### config.mk
export PLATFORM = sky130hd
export DESIGN_NAME = sram_rw_port_arbiter_flat
export DESIGN_NICKNAME = d
export VERILOG_FILES = /design/src/rtl/sram_rw_port_arbiter_if.sv /design/src/rtl/sram_rw_port_arbiter.sv /design/src/flat_wrapper.sv
export SDC_FILE = /design/constraint.sdc
export NUM_CORES = 1
export LEC_CHECK = 0
export CAP_MARGIN = 10
export CORE_AREA = 8 8 312 314
export DETAILED_ROUTE_END_ITERATION = 10
export DIE_AREA = 0 0 320 322
export PLACE_DENSITY = 0.3
export SYNTH_ARGS = -nofsm -noshare
export SYNTH_HDL_FRONTEND = slang
export SYNTH_SLANG_ARGS = --single-unit
### constraint.sdc
create_clock -name clk_i -period 2.95 [get_ports clk_i]
set_input_delay 0.885 -clock clk_i [delete_from_list [all_inputs] [get_ports clk_i]]
set_output_delay 0.885 -clock clk_i [all_outputs]
set_load 0.05 [all_outputs]
### src/rtl/sram_rw_port_arbiter_if.sv
// Bundle of the two requester ports and the SRAM macro port.
// The arbiter connects through the slave modport; the clients and the
// SRAM wrapper (or a bench standing in for them) connect through master.
interface sram_rw_port_arbiter_if #(
  parameter int unsigned ADDR_W = 9,
  parameter int unsigned DATA_W = 128,
  parameter int unsigned LANES  = 4
);
  // Requester 0
  logic              req0_valid;
  logic              req0_ready;
  logic              req0_we;
  logic [ADDR_W-1:0] req0_addr;
  logic [LANES-1:0]  req0_wmask;
  logic [DATA_W-1:0] req0_wdata;
  logic              req0_rvalid;
  logic [DATA_W-1:0] req0_rdata;

  // Requester 1
  logic              req1_valid;
  logic              req1_ready;
  logic              req1_we;
  logic [ADDR_W-1:0] req1_addr;
  logic [LANES-1:0]  req1_wmask;
  logic [DATA_W-1:0] req1_wdata;
  logic              req1_rvalid;
  logic [DATA_W-1:0] req1_rdata;

  // SRAM macro RW port
  logic              sram_en;
  logic              sram_wmode;
  logic [ADDR_W-1:0] sram_addr;
  logic [LANES-1:0]  sram_wmask;
  logic [DATA_W-1:0] sram_wdata;
  logic [DATA_W-1:0] sram_rdata;

  modport slave (
    input  req0_valid, req0_we, req0_addr, req0_wmask, req0_wdata,
    output req0_ready, req0_rvalid, req0_rdata,
    input  req1_valid, req1_we, req1_addr, req1_wmask, req1_wdata,
    output req1_ready, req1_rvalid, req1_rdata,
    output sram_en, sram_wmode, sram_addr, sram_wmask, sram_wdata,
    input  sram_rdata
  );

  modport master (
    output req0_valid, req0_we, req0_addr, req0_wmask, req0_wdata,
    input  req0_ready, req0_rvalid, req0_rdata,
    output req1_valid, req1_we, req1_addr, req1_wmask, req1_wdata,
    input  req1_ready, req1_rvalid, req1_rdata,
    input  sram_en, sram_wmode, sram_addr, sram_wmask, sram_wdata,
    output sram_rdata
  );
endinterface

### src/rtl/sram_rw_port_arbiter.sv
// Single-RW-port SRAM controller: zero-fills the array after reset, then
// round-robin shares the port between two requesters and steers the
// 1-cycle-latency read data back to whichever requester issued the read.
module sram_rw_port_arbiter #(
  parameter int unsigned ADDR_W = 9,
  parameter int unsigned DEPTH  = 512
) (
  input  logic                    clk_i,
  input  logic                    rst_i,
  output logic                    init_done_o,
  sram_rw_port_arbiter_if.slave   bus
);

  localparam logic [ADDR_W-1:0] LastAddr = ADDR_W'(DEPTH - 1);

  typedef enum logic {StInit, StRun} state_e;

  state_e            state_q, state_d;
  logic [ADDR_W-1:0] init_cnt_q, init_cnt_d;
  // Index of the last granted requester; 1 at reset so requester 0 wins first.
  logic              rr_q, rr_d;
  // Read-owner flags: a read was accepted last cycle for that requester.
  logic              rv0_q, rv0_d;
  logic              rv1_q, rv1_d;
  logic              gnt0, gnt1;

  // State, init walk, round-robin pointer and read-owner registers.
  always_ff @(posedge clk_i or posedge rst_i) begin
    if (rst_i) begin
      state_q    <= StInit;
      init_cnt_q <= '0;
      rr_q       <= 1'b1;
      rv0_q      <= 1'b0;
      rv1_q      <= 1'b0;
    end else begin
      state_q    <= state_d;
      init_cnt_q <= init_cnt_d;
      rr_q       <= rr_d;
      rv0_q      <= rv0_d;
      rv1_q      <= rv1_d;
    end
  end

  // Next state, grant decision and SRAM port steering.
  always_comb begin
    state_d        = state_q;
    init_cnt_d     = init_cnt_q;
    rr_d           = rr_q;
    rv0_d          = 1'b0;
    rv1_d          = 1'b0;
    gnt0           = 1'b0;
    gnt1           = 1'b0;
    bus.sram_en    = 1'b0;
    bus.sram_wmode = 1'b0;
    bus.sram_addr  = '0;
    bus.sram_wmask = '0;
    bus.sram_wdata = '0;

    unique case (state_q)
      StInit: begin
        bus.sram_en    = 1'b1;
        bus.sram_wmode = 1'b1;
        bus.sram_addr  = init_cnt_q;
        bus.sram_wmask = '1;
        bus.sram_wdata = '0;
        if (init_cnt_q == LastAddr) begin
          state_d    = StRun;
          init_cnt_d = '0;
        end else begin
          init_cnt_d = init_cnt_q + 1'b1;
        end
      end
      StRun: begin
        // On contention, grant whichever requester was not served last.
        gnt0 = bus.req0_valid & (~bus.req1_valid | rr_q);
        gnt1 = bus.req1_valid & (~bus.req0_valid | ~rr_q);
        if (gnt0) begin
          bus.sram_en    = 1'b1;
          bus.sram_wmode = bus.req0_we;
          bus.sram_addr  = bus.req0_addr;
          bus.sram_wmask = bus.req0_wmask;
          bus.sram_wdata = bus.req0_wdata;
          rv0_d          = ~bus.req0_we;
          rr_d           = 1'b0;
        end else if (gnt1) begin
          bus.sram_en    = 1'b1;
          bus.sram_wmode = bus.req1_we;
          bus.sram_addr  = bus.req1_addr;
          bus.sram_wmask = bus.req1_wmask;
          bus.sram_wdata = bus.req1_wdata;
          rv1_d          = ~bus.req1_we;
          rr_d           = 1'b1;
        end
      end
      default: state_d = StInit;
    endcase
  end

  // Handshake and read-return outputs; read data is gated to zero off-pulse.
  always_comb begin
    bus.req0_ready  = gnt0;
    bus.req1_ready  = gnt1;
    bus.req0_rvalid = rv0_q;
    bus.req1_rvalid = rv1_q;
    bus.req0_rdata  = rv0_q ? bus.sram_rdata : '0;
    bus.req1_rdata  = rv1_q ? bus.sram_rdata : '0;
  end

  assign init_done_o = (state_q == StRun);

endmodule

### src/flat_wrapper.sv
// flat-port wrapper written by rule: the top's interface ports become plain ports
module sram_rw_port_arbiter_flat 
#(
  parameter int unsigned ADDR_W = 9,
  parameter int unsigned DEPTH  = 512
)
  (clk_i, rst_i, init_done_o, bus_req0_valid, bus_req0_we, bus_req0_addr, bus_req0_wmask, bus_req0_wdata, bus_req0_ready, bus_req0_rvalid, bus_req0_rdata, bus_req1_valid, bus_req1_we, bus_req1_addr, bus_req1_wmask, bus_req1_wdata, bus_req1_ready, bus_req1_rvalid, bus_req1_rdata, bus_sram_en, bus_sram_wmode, bus_sram_addr, bus_sram_wmask, bus_sram_wdata, bus_sram_rdata);
  sram_rw_port_arbiter_if #(.ADDR_W(ADDR_W), .DATA_W((128)), .LANES((4))) bus_i ();
  input  logic clk_i;
  input  logic rst_i;
  output logic init_done_o;
  input wire logic [$bits(bus_i.req0_valid)-1:0] bus_req0_valid;
  input wire logic [$bits(bus_i.req0_we)-1:0] bus_req0_we;
  input wire logic [$bits(bus_i.req0_addr)-1:0] bus_req0_addr;
  input wire logic [$bits(bus_i.req0_wmask)-1:0] bus_req0_wmask;
  input wire logic [$bits(bus_i.req0_wdata)-1:0] bus_req0_wdata;
  output wire logic [$bits(bus_i.req0_ready)-1:0] bus_req0_ready;
  output wire logic [$bits(bus_i.req0_rvalid)-1:0] bus_req0_rvalid;
  output wire logic [$bits(bus_i.req0_rdata)-1:0] bus_req0_rdata;
  input wire logic [$bits(bus_i.req1_valid)-1:0] bus_req1_valid;
  input wire logic [$bits(bus_i.req1_we)-1:0] bus_req1_we;
  input wire logic [$bits(bus_i.req1_addr)-1:0] bus_req1_addr;
  input wire logic [$bits(bus_i.req1_wmask)-1:0] bus_req1_wmask;
  input wire logic [$bits(bus_i.req1_wdata)-1:0] bus_req1_wdata;
  output wire logic [$bits(bus_i.req1_ready)-1:0] bus_req1_ready;
  output wire logic [$bits(bus_i.req1_rvalid)-1:0] bus_req1_rvalid;
  output wire logic [$bits(bus_i.req1_rdata)-1:0] bus_req1_rdata;
  output wire logic [$bits(bus_i.sram_en)-1:0] bus_sram_en;
  output wire logic [$bits(bus_i.sram_wmode)-1:0] bus_sram_wmode;
  output wire logic [$bits(bus_i.sram_addr)-1:0] bus_sram_addr;
  output wire logic [$bits(bus_i.sram_wmask)-1:0] bus_sram_wmask;
  output wire logic [$bits(bus_i.sram_wdata)-1:0] bus_sram_wdata;
  input wire logic [$bits(bus_i.sram_rdata)-1:0] bus_sram_rdata;
  assign bus_i.req0_valid = bus_req0_valid;
  assign bus_i.req0_we = bus_req0_we;
  assign bus_i.req0_addr = bus_req0_addr;
  assign bus_i.req0_wmask = bus_req0_wmask;
  assign bus_i.req0_wdata = bus_req0_wdata;
  assign bus_req0_ready = bus_i.req0_ready;
  assign bus_req0_rvalid = bus_i.req0_rvalid;
  assign bus_req0_rdata = bus_i.req0_rdata;
  assign bus_i.req1_valid = bus_req1_valid;
  assign bus_i.req1_we = bus_req1_we;
  assign bus_i.req1_addr = bus_req1_addr;
  assign bus_i.req1_wmask = bus_req1_wmask;
  assign bus_i.req1_wdata = bus_req1_wdata;
  assign bus_req1_ready = bus_i.req1_ready;
  assign bus_req1_rvalid = bus_i.req1_rvalid;
  assign bus_req1_rdata = bus_i.req1_rdata;
  assign bus_sram_en = bus_i.sram_en;
  assign bus_sram_wmode = bus_i.sram_wmode;
  assign bus_sram_addr = bus_i.sram_addr;
  assign bus_sram_wmask = bus_i.sram_wmask;
  assign bus_sram_wdata = bus_i.sram_wdata;
  assign bus_i.sram_rdata = bus_sram_rdata;
  sram_rw_port_arbiter #(.ADDR_W(ADDR_W), .DEPTH(DEPTH)) u_core (.clk_i(clk_i), .rst_i(rst_i), .init_done_o(init_done_o), .bus(bus_i));
endmodule
==> run metrics <==
RePlAce Congestion 0.828; post-synthesis sequential area ratio 0.0825; gr ovfl total 0; GRT Total Usage 0.130; Pleak 7.78 nW; CP Capture Type output pin; Clock Latency Late Sink 0.25 ns; failing checks setup timing; Filler cells 10000; first-pass GRT wire length 91200 µm; CTS tree done; wire per inst 28.0 µm; dpl ws -0.770 ns; Worst path slowest cell a22o_4; delay of the slowest cell on the worst path 0.29 ns; most common cell after layout, fill and taps aside buf_12; Distinct cells, synth 34; initial core utilization 0.0428; Net count, final 1788; initial antenna violation count 59; worst-path cell chain buf_8 > a21boi_4 > and2_4 > buf_12 > buf_12 > buf_16 > a22o_4 > buf_12; Setup-failing EPs final 119; routed vias/inst 3.06; Clock Skew 0.00718 ns; max cap viols 0; Seq cells post-synth 13; Critical Path RT 2.07 ns; minimum clock period 3.10 ns; max-slew violation count 0; Warnings, synthesis 0; Startpoint Class input port; highest-count cells in the layout ignoring fill and taps buf_12, clkdlybuf4s50_1, and2_1, a22o_4, buf_4; Layout Cells excl Fill 2579; Worst Slack Setup Final -0.148 ns; CTS root buf clkbuf_16; WS Path Type in -> out; Hold WC Path Type reg -> reg; f_max 323 MHz; Die W 320 µm; htree depth 1; Final Cycle Share 1.05; final wirelength 72200 µm; DRC 0; Max IR drop VDD 0.0882 mV; number of I/O pins 820; P&R area growth vs syn 391%; vias in the first global route 8664; Util after Layout 0.210; hold_ws 0.538 ns; Worst Path Arrival 2.21 ns; Cell Rows 112; Core Region 0.0925 mm²; headroom to the max-slew limit 0.639; status finished with violations; Syn Area/Cell 7.33 µm²; layout cell share with drive strength beyond 1 0.456; Synthesized Nets 959; Num CTS Buffers 3; DRT iter0 DRCs 308; dpl hpwl 66300 µm; Die H 322 µm; RSZ-0062 raised after global routing true; Cells after Synth 540; Hold Vio Cnt, Final 0; Syn Std Cell Area 0.00396 mm²; post-route ant nets 0; Max clock buf depth 2; actual slew at the worst max-slew pin 0.541 ns; power density over the cells 59.5 mW/mm²; die area 0.103 mm²; Clock transition at path regs 0.05 ns; cell mode on critical path buf_12; largest net degree at the start of global routing 66; I/O Buffers 819; vias post-DR 7886; First-pass DRT Iterations 4; placed cell count 2541; Crit Path Max Fanout 7; Sink Count 13
==> final timing paths <==
path / from / endpoint / slack [ns] / cells past startpoint
setup reg to reg: u_core.init_cnt_q[0]$_DFFE_PP0N_ / u_core.init_cnt_q[7]$_DFFE_PP0N_ / 0.76 / 8
max in group asynchronous: rst_i / u_core.bus.req1_rvalid$_DFF_PP0_ / 1.56 / 2
hold reg to reg: u_core.rr_q$_DFFE_PP1P_ / u_core.rr_q$_DFFE_PP1P_ / 0.54 / 1
setup / recovery: bus_req1_valid / bus_sram_wdata[72] / -0.15 / 8
hold / removal: u_core.rr_q$_DFFE_PP1P_ / u_core.rr_q$_DFFE_PP1P_ / 0.54 / 1
min in group asynchronous: rst_i / u_core.bus.req0_rvalid$_DFF_PP0_ / 0.99 / 2
==> critical path: cells and delay by family <==
family	cells	cell delay, ns
buffers and inverters	5	0.70
AO/OA/AOI/OAI	2	0.42
AND/OR/NAND/NOR	1	0.19
==> where the power goes <==
group	total [W]	internal [W]	switching, W
clock network	0.000259	0.000181	0.0000789
logic	0.000718	0.000497	0.000221
registers	0.000179	0.000179	0
total	0.00116	0.000857	0.000299
==> registers in the layout (all words and copies together), names as in the netlist <==
signal,cells
u_core.bus.req0_rvalid,1
u_core.bus.req1_rvalid,1
u_core.init_cnt_q,9
u_core.init_done_o,1
u_core.rr_q,1
==> cells in the mapped netlist <==
library cell,count,share of area
or2_2,2,0.0032
ha_1,3,0.0095
inv_1,2,0.0019
a32oi_1,5,0.011
a21boi_4,1,0.0047
o31ai_1,1,0.0019
nand4_1,1,0.0016
dfstp_2,1,0.0066
a31oi_1,1,0.0016
buf_8,1,0.0038
a22o_1,128,0.28
mux2_2,1,0.0028
o41ai_1,1,0.0022
mux2i_1,1,0.0025
and2_1,257,0.41
nand3_1,4,0.0051
nor2b_1,9,0.014
a21o_1,3,0.0057
buf_6,11,0.031
or4_1,1,0.0019
nand2b_1,4,0.0063
inv_2,1,0.00095
nor2_1,8,0.0076
nor3_1,1,0.0013
dfrtp_1,12,0.076
o311a_1,1,0.0025
o21ai_0,5,0.0063
and3_1,1,0.0016
buf_2,14,0.018
buf_4,6,0.011
clkbuf_1,31,0.029
nand2_1,11,0.010
o311ai_0,2,0.0044
a221o_1,9,0.023
==> kinds of logic after synthesis <==
kind of cell             count (synthesis)  synth area share
adder cells (fa/ha/maj)                  3           0.00949
AND/OR/NAND/NOR                        299             0.460
flip-flops                              13            0.0825
multiplexers                             2           0.00538
AO/OA/AOI/OAI                          157             0.347
buffers and inverters                   66            0.0965
==> routing by layer <==
layer | track usage | routed length, µm | share of wire | vias up
li1 | - | - | - | 3587
met1 | 0.152 | 28600 | 0.40 | 3682
met2 | 0.229 | 35200 | 0.49 | 519
met3 | 0.0613 | 7720 | 0.11 | 76
met4 | 0.00511 | 511 | 0.0071 | 22
met5 | 0 | 131 | 0.0018 | -
==> what timing repair did <==
action                                 CTS  global route
cloned                                   4             3
setup endpoints to repair              145           134
endpoints found under the hold margin    0             0
hold buffers                             0             0
buffers inserted                        15             2
gates resized for setup                142            24
pin swaps                               46            11
==> final cells by class <==
class	count	area (µm²)	area share
sequential	13	334	0.0172
tap	1197	1500	0.0771
clock inverter	1	5.00	0.000257
multi-input combinational	461	4310	0.221
clock buffer	3	75.1	0.00386
antenna	14	35.0	0.00180
inverter	3	16.3	0.000837
timing repair buffer	887	13200	0.678
==> per-stage QoR <==
| stage | cell area (µm²) | TNS [ns] | power (W) |
|---|---|---|---|
| after floorplan | 4130 | -0.755 | 0.000197 |
| after global placement | 18000 | -91.63 | 0.000858 |
| after detailed placement | 18000 | -92.36 | 0.000864 |
| after CTS | 19200 | -13.00 | 0.00117 |
| after global routing | 19400 | -15.05 | 0.00121 |
| final | 19400 | -11.75 | 0.00116 |
Note: power is estimated with default switching activity, not from simulation.
